## src/rtl/motion_centroid_tracker_if.sv

```systemverilog
// Pixel motion stream in, per-frame centroid/bounding-box results out.
interface motion_centroid_tracker_if #(
    parameter int X_WIDTH = 9,
    parameter int Y_WIDTH = 8
);
    logic               pix_valid;
    logic [X_WIDTH-1:0] pix_x;
    logic [Y_WIDTH-1:0] pix_y;
    logic               pix_diff;
    logic [X_WIDTH-1:0] centroid_x;
    logic [Y_WIDTH-1:0] centroid_y;
    logic [X_WIDTH-1:0] bbox_x_min;
    logic [X_WIDTH-1:0] bbox_x_max;
    logic [Y_WIDTH-1:0] bbox_y_min;
    logic [Y_WIDTH-1:0] bbox_y_max;
    logic [16:0]        motion_count;
    logic               motion_present;
    logic               result_valid;
    logic               busy;
    logic               frame_overrun;

    modport master (
        output pix_valid, pix_x, pix_y, pix_diff,
        input  centroid_x, centroid_y, bbox_x_min, bbox_x_max, bbox_y_min, bbox_y_max,
        input  motion_count, motion_present, result_valid, busy, frame_overrun
    );

    modport slave (
        input  pix_valid, pix_x, pix_y, pix_diff,
        output centroid_x, centroid_y, bbox_x_min, bbox_x_max, bbox_y_min, bbox_y_max,
        output motion_count, motion_present, result_valid, busy, frame_overrun
    );
endinterface

```

## src/rtl/motion_centroid_tracker.sv

```systemverilog
// Per-frame motion statistics: accumulate, divide for the raw centroid,
// smooth exponentially, and publish with the bounding box and pixel count.
module motion_centroid_tracker #(
    parameter int X_WIDTH      = 9,
    parameter int Y_WIDTH      = 8,
    parameter int IMAGE_W      = 320,
    parameter int IMAGE_H      = 240,
    parameter int MIN_COUNT    = 300,
    parameter int SMOOTH_SHIFT = 2
) (
    input logic                       clock,
    input logic                       resetn,
    motion_centroid_tracker_if.slave  bus
);
    localparam int CW  = 17;
    localparam int SXW = 25;
    localparam int SYW = 24;
    localparam int SXS = X_WIDTH + SMOOTH_SHIFT;
    localparam int SYS = Y_WIDTH + SMOOTH_SHIFT;

    typedef enum logic [2:0] {ACCUM, CHECK, DIV_X, DIV_Y, SMOOTH, PUBLISH} state_t;
    state_t state;

    logic [CW-1:0]      acc_count, snap_count, nxt_count;
    logic [SXW-1:0]     acc_sum_x, snap_sum_x, nxt_sum_x;
    logic [SYW-1:0]     acc_sum_y, snap_sum_y, nxt_sum_y;
    logic [X_WIDTH-1:0] acc_x_min, acc_x_max, snap_x_min, snap_x_max, nxt_x_min, nxt_x_max;
    logic [Y_WIDTH-1:0] acc_y_min, acc_y_max, snap_y_min, snap_y_max, nxt_y_min, nxt_y_max;
    logic               hit, frame_end;

    logic [SXW-1:0]     div_n, div_shift;
    logic [CW-1:0]      rem, rem_next;
    logic [CW:0]        trial, diff;
    logic               q_bit;
    logic [4:0]         bit_cnt;

    logic [X_WIDTH-1:0] q_x, avg_x, smooth_x;
    logic [Y_WIDTH-1:0] q_y, avg_y, smooth_y;
    logic [SXS-1:0]     blend_x;
    logic [SYS-1:0]     blend_y;
    logic               lock;

    always_comb begin
        hit       = bus.pix_valid && bus.pix_diff;
        frame_end = bus.pix_valid && (bus.pix_x == X_WIDTH'(IMAGE_W - 1))
                                  && (bus.pix_y == Y_WIDTH'(IMAGE_H - 1));
        nxt_count = acc_count;
        nxt_sum_x = acc_sum_x;
        nxt_sum_y = acc_sum_y;
        nxt_x_min = acc_x_min;
        nxt_x_max = acc_x_max;
        nxt_y_min = acc_y_min;
        nxt_y_max = acc_y_max;
        if (hit) begin
            nxt_count = acc_count + CW'(1);
            nxt_sum_x = acc_sum_x + SXW'(bus.pix_x);
            nxt_sum_y = acc_sum_y + SYW'(bus.pix_y);
            if (bus.pix_x < acc_x_min) nxt_x_min = bus.pix_x;
            if (bus.pix_x > acc_x_max) nxt_x_max = bus.pix_x;
            if (bus.pix_y < acc_y_min) nxt_y_min = bus.pix_y;
            if (bus.pix_y > acc_y_max) nxt_y_max = bus.pix_y;
        end
    end

    // Restoring step: since rem < divisor, trial - divisor never sets the top bit
    // unless it borrowed, so that bit alone decides the quotient bit.
    always_comb begin
        trial     = {rem, div_n[SXW-1]};
        diff      = trial - {1'b0, snap_count};
        q_bit     = ~diff[CW];
        rem_next  = q_bit ? diff[CW-1:0] : trial[CW-1:0];
        div_shift = {div_n[SXW-2:0], q_bit};
    end

    always_comb begin
        blend_x  = (SXS'(avg_x) << SMOOTH_SHIFT) - SXS'(avg_x) + SXS'(q_x);
        blend_y  = (SYS'(avg_y) << SMOOTH_SHIFT) - SYS'(avg_y) + SYS'(q_y);
        smooth_x = X_WIDTH'(blend_x >> SMOOTH_SHIFT);
        smooth_y = Y_WIDTH'(blend_y >> SMOOTH_SHIFT);
    end

    always_ff @(posedge clock) begin
        if (!resetn) begin
            state              <= ACCUM;
            acc_count          <= '0;
            acc_sum_x          <= '0;
            acc_sum_y          <= '0;
            acc_x_min          <= '1;
            acc_x_max          <= '0;
            acc_y_min          <= '1;
            acc_y_max          <= '0;
            snap_count         <= '0;
            snap_sum_x         <= '0;
            snap_sum_y         <= '0;
            snap_x_min         <= '1;
            snap_x_max         <= '0;
            snap_y_min         <= '1;
            snap_y_max         <= '0;
            div_n              <= '0;
            rem                <= '0;
            bit_cnt            <= '0;
            q_x                <= '0;
            q_y                <= '0;
            avg_x              <= '0;
            avg_y              <= '0;
            lock               <= 1'b0;
            bus.centroid_x     <= '0;
            bus.centroid_y     <= '0;
            bus.bbox_x_min     <= '0;
            bus.bbox_x_max     <= '0;
            bus.bbox_y_min     <= '0;
            bus.bbox_y_max     <= '0;
            bus.motion_count   <= '0;
            bus.motion_present <= 1'b0;
            bus.result_valid   <= 1'b0;
            bus.busy           <= 1'b0;
            bus.frame_overrun  <= 1'b0;
        end else begin
            bus.result_valid <= 1'b0;
            if (frame_end) begin
                acc_count <= '0;
                acc_sum_x <= '0;
                acc_sum_y <= '0;
                acc_x_min <= '1;
                acc_x_max <= '0;
                acc_y_min <= '1;
                acc_y_max <= '0;
                if (state == ACCUM) begin
                    snap_count <= nxt_count;
                    snap_sum_x <= nxt_sum_x;
                    snap_sum_y <= nxt_sum_y;
                    snap_x_min <= nxt_x_min;
                    snap_x_max <= nxt_x_max;
                    snap_y_min <= nxt_y_min;
                    snap_y_max <= nxt_y_max;
                end else begin
                    bus.frame_overrun <= 1'b1;
                end
            end else begin
                acc_count <= nxt_count;
                acc_sum_x <= nxt_sum_x;
                acc_sum_y <= nxt_sum_y;
                acc_x_min <= nxt_x_min;
                acc_x_max <= nxt_x_max;
                acc_y_min <= nxt_y_min;
                acc_y_max <= nxt_y_max;
            end

            case (state)
                ACCUM: begin
                    if (frame_end) begin
                        state    <= CHECK;
                        bus.busy <= 1'b1;
                    end
                end
                CHECK: begin
                    div_n   <= snap_sum_x;
                    rem     <= '0;
                    bit_cnt <= '0;
                    state   <= (snap_count < CW'(MIN_COUNT)) ? PUBLISH : DIV_X;
                end
                DIV_X: begin
                    rem     <= rem_next;
                    div_n   <= div_shift;
                    bit_cnt <= bit_cnt + 5'd1;
                    if (bit_cnt == 5'(SXW - 1)) begin
                        q_x     <= div_shift[X_WIDTH-1:0];
                        div_n   <= {snap_sum_y, 1'b0};
                        rem     <= '0;
                        bit_cnt <= '0;
                        state   <= DIV_Y;
                    end
                end
                DIV_Y: begin
                    rem     <= rem_next;
                    div_n   <= div_shift;
                    bit_cnt <= bit_cnt + 5'd1;
                    if (bit_cnt == 5'(SYW - 1)) begin
                        q_y   <= div_shift[Y_WIDTH-1:0];
                        state <= SMOOTH;
                    end
                end
                SMOOTH: begin
                    if (!lock) begin
                        avg_x <= q_x;
                        avg_y <= q_y;
                        lock  <= 1'b1;
                    end else begin
                        avg_x <= smooth_x;
                        avg_y <= smooth_y;
                    end
                    state <= PUBLISH;
                end
                PUBLISH: begin
                    bus.motion_count   <= snap_count;
                    bus.motion_present <= (snap_count >= CW'(MIN_COUNT));
                    bus.centroid_x     <= avg_x;
                    bus.centroid_y     <= avg_y;
                    if (snap_count == '0) begin
                        bus.bbox_x_min <= '0;
                        bus.bbox_x_max <= '0;
                        bus.bbox_y_min <= '0;
                        bus.bbox_y_max <= '0;
                    end else begin
                        bus.bbox_x_min <= snap_x_min;
                        bus.bbox_x_max <= snap_x_max;
                        bus.bbox_y_min <= snap_y_min;
                        bus.bbox_y_max <= snap_y_max;
                    end
                    bus.result_valid <= 1'b1;
                    bus.busy         <= 1'b0;
                    state            <= ACCUM;
                end
                default: state <= ACCUM;
            endcase
        end
    end
endmodule

```

## src/flat_wrapper.sv

```systemverilog
// flat-port wrapper written by rule: the top's interface ports become plain ports
module motion_centroid_tracker_flat 
#(
    parameter int X_WIDTH      = 9,
    parameter int Y_WIDTH      = 8,
    parameter int IMAGE_W      = 320,
    parameter int IMAGE_H      = 240,
    parameter int MIN_COUNT    = 300,
    parameter int SMOOTH_SHIFT = 2
)
  (clock, resetn, bus_pix_valid, bus_pix_x, bus_pix_y, bus_pix_diff, bus_centroid_x, bus_centroid_y, bus_bbox_x_min, bus_bbox_x_max, bus_bbox_y_min, bus_bbox_y_max, bus_motion_count, bus_motion_present, bus_result_valid, bus_busy, bus_frame_overrun);
  motion_centroid_tracker_if #(.X_WIDTH(X_WIDTH), .Y_WIDTH(Y_WIDTH)) bus_i ();
  input logic clock;
  input logic resetn;
  input wire logic [$bits(bus_i.pix_valid)-1:0] bus_pix_valid;
  input wire logic [$bits(bus_i.pix_x)-1:0] bus_pix_x;
  input wire logic [$bits(bus_i.pix_y)-1:0] bus_pix_y;
  input wire logic [$bits(bus_i.pix_diff)-1:0] bus_pix_diff;
  output wire logic [$bits(bus_i.centroid_x)-1:0] bus_centroid_x;
  output wire logic [$bits(bus_i.centroid_y)-1:0] bus_centroid_y;
  output wire logic [$bits(bus_i.bbox_x_min)-1:0] bus_bbox_x_min;
  output wire logic [$bits(bus_i.bbox_x_max)-1:0] bus_bbox_x_max;
  output wire logic [$bits(bus_i.bbox_y_min)-1:0] bus_bbox_y_min;
  output wire logic [$bits(bus_i.bbox_y_max)-1:0] bus_bbox_y_max;
  output wire logic [$bits(bus_i.motion_count)-1:0] bus_motion_count;
  output wire logic [$bits(bus_i.motion_present)-1:0] bus_motion_present;
  output wire logic [$bits(bus_i.result_valid)-1:0] bus_result_valid;
  output wire logic [$bits(bus_i.busy)-1:0] bus_busy;
  output wire logic [$bits(bus_i.frame_overrun)-1:0] bus_frame_overrun;
  assign bus_i.pix_valid = bus_pix_valid;
  assign bus_i.pix_x = bus_pix_x;
  assign bus_i.pix_y = bus_pix_y;
  assign bus_i.pix_diff = bus_pix_diff;
  assign bus_centroid_x = bus_i.centroid_x;
  assign bus_centroid_y = bus_i.centroid_y;
  assign bus_bbox_x_min = bus_i.bbox_x_min;
  assign bus_bbox_x_max = bus_i.bbox_x_max;
  assign bus_bbox_y_min = bus_i.bbox_y_min;
  assign bus_bbox_y_max = bus_i.bbox_y_max;
  assign bus_motion_count = bus_i.motion_count;
  assign bus_motion_present = bus_i.motion_present;
  assign bus_result_valid = bus_i.result_valid;
  assign bus_busy = bus_i.busy;
  assign bus_frame_overrun = bus_i.frame_overrun;
  motion_centroid_tracker #(.X_WIDTH(X_WIDTH), .Y_WIDTH(Y_WIDTH), .IMAGE_W(IMAGE_W), .IMAGE_H(IMAGE_H), .MIN_COUNT(MIN_COUNT), .SMOOTH_SHIFT(SMOOTH_SHIFT)) u_core (.clock(clock), .resetn(resetn), .bus(bus_i));
endmodule
```

## config.mk

```make
export PLATFORM = sky130hd
export DESIGN_NAME = motion_centroid_tracker_flat
export DESIGN_NICKNAME = d
export VERILOG_FILES = /design/src/rtl/motion_centroid_tracker_if.sv /design/src/rtl/motion_centroid_tracker.sv /design/src/flat_wrapper.sv
export SDC_FILE = /design/constraint.sdc
export NUM_CORES = 1
export LEC_CHECK = 0
export BUFFER_PORTS_ARGS = -buffer_cell sky130_fd_sc_hd__buf_2
export CELL_PAD_IN_SITES_DETAIL_PLACEMENT = 1
export CELL_PAD_IN_SITES_GLOBAL_PLACEMENT = 2
export CORE_MARGIN = 5
export CORE_UTILIZATION = 38
export CTS_CLUSTER_SIZE = 40
export DETAILED_ROUTE_END_ITERATION = 16
export PLACE_DENSITY_LB_ADDON = 0.1
export SETUP_SLACK_MARGIN = 0.4
export SKIP_CTS_REPAIR_TIMING = 1
export SLEW_MARGIN = 10
export SYNTH_ARGS = -nofsm -noshare
export SYNTH_HDL_FRONTEND = slang
export SYNTH_SLANG_ARGS = --single-unit
```

## constraint.sdc

```tcl
create_clock -name clock -period 3.6 [get_ports clock]
set_clock_uncertainty 0.05 [all_clocks]
set_input_delay 0.18 -clock clock [delete_from_list [all_inputs] [get_ports clock]]
set_output_delay 0.18 -clock clock [all_outputs]
set_load 0.02 [all_outputs]
```

==> impl_metrics.ini <==
[run_status]
status = finished, violations left
violations = hold timing

[critical_path]
critPathArrivalTime_ns = 3.38
reg2reg_from = u_core.avg_x[0]
r2r_slack_ns = 0.61
rr_endpoint = u_core.avg_x[8]
crit_type = flop to flop
rr_worst_depth = 10
cp-start-kind = flop
critPathRequiredTime_ns = 3.99
critPathMaxStageDelay_ns = 0.54
path_buf_inv = 2
crit_top_cell = inv_1
cp_cell_sequence = inv_1 -> fa_1 -> inv_1 -> ha_1 -> a311oi_1 -> nor3_1 -> o41a_1 -> nor2_1 -> xnor2_1 -> o21ai_1
cp_top_family = compound AO/OA/AOI/OAI gates
worstPathMaxFanout = 4
critPathSlowestCell = a311oi_1
end_kind = flop

[floorplanning]
rows = 77
die-area_um2 = 49200
ios = 93
chipHeight_um = 222
start_util_pct = 38.5
core_area_um2 = 44300
dieWidth_um = 222

[logic_synthesis]
async_flop_share_pct = 0
synthCells = 1997
ys_types = 70
yosysMostFrequentCell = dfxtp_1
synthTopCellsByArea = dfxtp_1 (42%), ha_1 (6.3%), nor2_1 (6.2%)
synth_top_area_share_pct = 41.9
yosys_warnings = 0
ys_seq_area_share_pct = 41.9
synthesis.nets = 2122
synth_seq_cells = 357
syn_avg_cell_area_um2 = 8.54
yosys-top-cells-count = dfxtp_1 (357), nor2_1 (283), nand2_1 (174)
synth_edf_count = 0
synth_area_leader_cell = dfxtp_1
syn_area_um2 = 17100
synth-main-ff-cell = dfxtp_1

[timing]
rsz0062_at_grt = false
tns_ns = 0
hold_viol = 3
period_share_pct = 83.0
slew_viol_final = 0
post-route-min-period_ns = 2.99
clock.fmax_ghz = 0.335
finalSetupViolCount = 0
layout_setup_ws_ns = 0.613
tightest_slew_ns = 1.18
whs_ns = -0.0286
slew_headroom_pct = 21.1

[power]
cellPowerDensity_nw_per_um2 = 447
swShare_pct = 23.1
seqPwrFrac_pct = 45.8
p_clk_share_pct = 48.6
comb_power_share_pct = 5.6
power_leakage_nw = 7.86
irDropWorstVdd_mv = 0.349
intPower_w = 0.00675
switching_power_w = 0.00203

[clocking]
cts_buffers = 42
h-tree-depth = 2
clockBufferDepth = 3
clk_pin_slew_ns = 0.06
cts.sinks = 357
cts_root_buf = clkbuf_16
insertion_delay_ns = 0.56
cts_tree = yes

[route]
post-route-drc-count = 0
ant_nets = 0
num_vias = 14192
vias_per_cell = 5.29
routedWlPerCell_um = 18.0
dr.pass1.iters = 5
drt-total-wl_mm = 48.3
drt-initial-drc-count = 561

[grt]
grt_pass1_vias = 14665
grt_max_degree = 71
grt_pass1_wl_mm = 78.9
grt.total_usage_pct = 19.3
antenna_found_initial = 0
grt_overflow_total = 0

[layout]
diodes = 0
drive_gt1_share_pct = 10.1
fin_util_pct = 44.3
area_delta_synth_final_pct = 15.0
layout.nets = 2191
postLayoutCellArea_um2 = 19600
stdcell_count = 2684

[hold_path]
worstHoldPathCells = 3
hold_class = primary input to flop
whs_endpoint = u_core.acc_x_min[6]
holdCritStartpoint = bus_pix_x[6]

[placement]
hpwl_mm = 33.4
dp.cells = 2601
gp_congestion = 0.796
placed_area_um2 = 18100
port_buffers = 92
pre_cts_ws_ns = 0.488

[job]
timing.max_cap.violations = 0
-- power by group through the flow --
stage / Sequential, W / Combinational (W) / Clock (W)
after floorplan: 0.00410 / 0.000328 / 0
after global placement: 0.00410 / 0.000474 / 0
after detailed placement: 0.00410 / 0.000484 / 0
after CTS: 0.00402 / 0.000488 / 0.00443
after global routing: 0.00402 / 0.000553 / 0.00457
final: 0.00402 / 0.000491 / 0.00427
-- worst min-delay path, delay by kind of cell --
kind                   cells  cell delay (ns)
buffers and inverters      1             0.21
muxes                      1             0.10
and+or+nand+nor            1             0.06
-- cells in the final DEF, fill, tap and decap left out, types with 10 or more instances in the layout --
master | synthesis | final
dfxtp_1 | 357 | 356
nor2_1 | 283 | 283
nand2_1 | 174 | 172
a21oi_1 | 152 | 151
inv_1 | 131 | 131
a211oi_1 | 106 | 106
buf_2 | 20 | 92
ha_1 | 86 | 86
mux2i_1 | 79 | 79
o21ai_0 | 59 | 58
xor2_1 | 52 | 52
clkbuf_16 | 0 | 45
nand3_1 | 39 | 39
nor3_1 | 39 | 38
a22oi_1 | 35 | 35
xnor2_1 | 32 | 32
buf_4 | 1 | 29
nand4_1 | 25 | 25
a31oi_1 | 20 | 20
fa_1 | 18 | 17
a21o_1 | 16 | 16
o21ai_1 | 15 | 16
o21a_1 | 14 | 14
nor2b_1 | 14 | 13
and3_1 | 13 | 13
o211ai_1 | 13 | 13
dlygate4sd3_1 | 0 | 13
a41oi_1 | 13 | 12
nand2b_1 | 10 | 10
-- layout make-up --
type / instances / area (um2)
clock buffers: 63 / 1280
fillers: 5173 / 24700
clock inverters: 7 / 85.1
well taps: 592 / 741
multi-input cells: 1397 / 9010
flip-flops and latches: 357 / 7150
repair buffers: 136 / 848
inverters: 132 / 500
-- worst max path at each step --
stage	from	end	slack (ns)	depth (start not counted)
2_1_floorplan	u_core.avg_y[0]	u_core.avg_y[7]	0.74	11
3_3_place_gp	u_core.avg_y[0]	u_core.avg_y[7]	0.47	11
3_5_place_dp	u_core.avg_y[0]	u_core.avg_y[7]	0.49	11
4_1_cts	u_core.avg_y[0]	u_core.avg_y[7]	0.47	11
5_1_grt	u_core.avg_y[1]	u_core.avg_y[7]	0.42	11
6_report	u_core.avg_x[0]	u_core.avg_x[8]	0.61	10
-- per-layer routing --
metal	up-vias	part of all wire, %	global-route usage (%)
li1	7093	-	-
met1	6894	48	25.7
met2	147	47	33.1
met3	58	3.0	3.23
met4	0	1.9	4.10
met5	-	0	0
-- through the flow --
stage          hold WS, ns  total power [W]
6_report           -0.0286          0.00878
5_1_grt           0.000694          0.00914
4_1_cts            -0.0876          0.00893
3_5_place_dp         0.395          0.00459
3_3_place_gp         0.390          0.00457
2_1_floorplan        0.251          0.00442
-- cell families (layout without fill, tap and decap cells) --
| family | count (synthesis) | count (layout) | share of synthesized area, % |
|---|---|---|---|
| flops | 357 | 357 | 41.9 |
| simple gates | 642 | 642 | 16.7 |
| xor+xnor | 84 | 84 | 4.31 |
| buf+inv | 243 | 338 | 5.60 |
| fa+ha+maj | 104 | 104 | 8.42 |
| mux | 81 | 81 | 4.77 |
| compound gates | 486 | 486 | 18.4 |
-- flip-flops by register name (all words and copies together) (netlist names), 9 cells and up --
| signal | flops |
|---|---|
| u_core.acc_sum_x | 25 |
| u_core.div_n | 25 |
| u_core.snap_sum_x | 25 |
| u_core.acc_sum_y | 24 |
| u_core.snap_sum_y | 24 |
| u_core.acc_count | 17 |
| u_core.bus.motion_count | 17 |
| u_core.rem | 17 |
| u_core.snap_count | 17 |
| u_core.acc_x_max | 9 |
| u_core.acc_x_min | 9 |
| u_core.avg_x | 9 |
| u_core.bus.bbox_x_max | 9 |
| u_core.bus.bbox_x_min | 9 |
| u_core.bus.centroid_x | 9 |
| u_core.q_x | 9 |
| u_core.snap_x_max | 9 |
| u_core.snap_x_min | 9 |
Note: power is estimated with default switching activity, not from simulation.
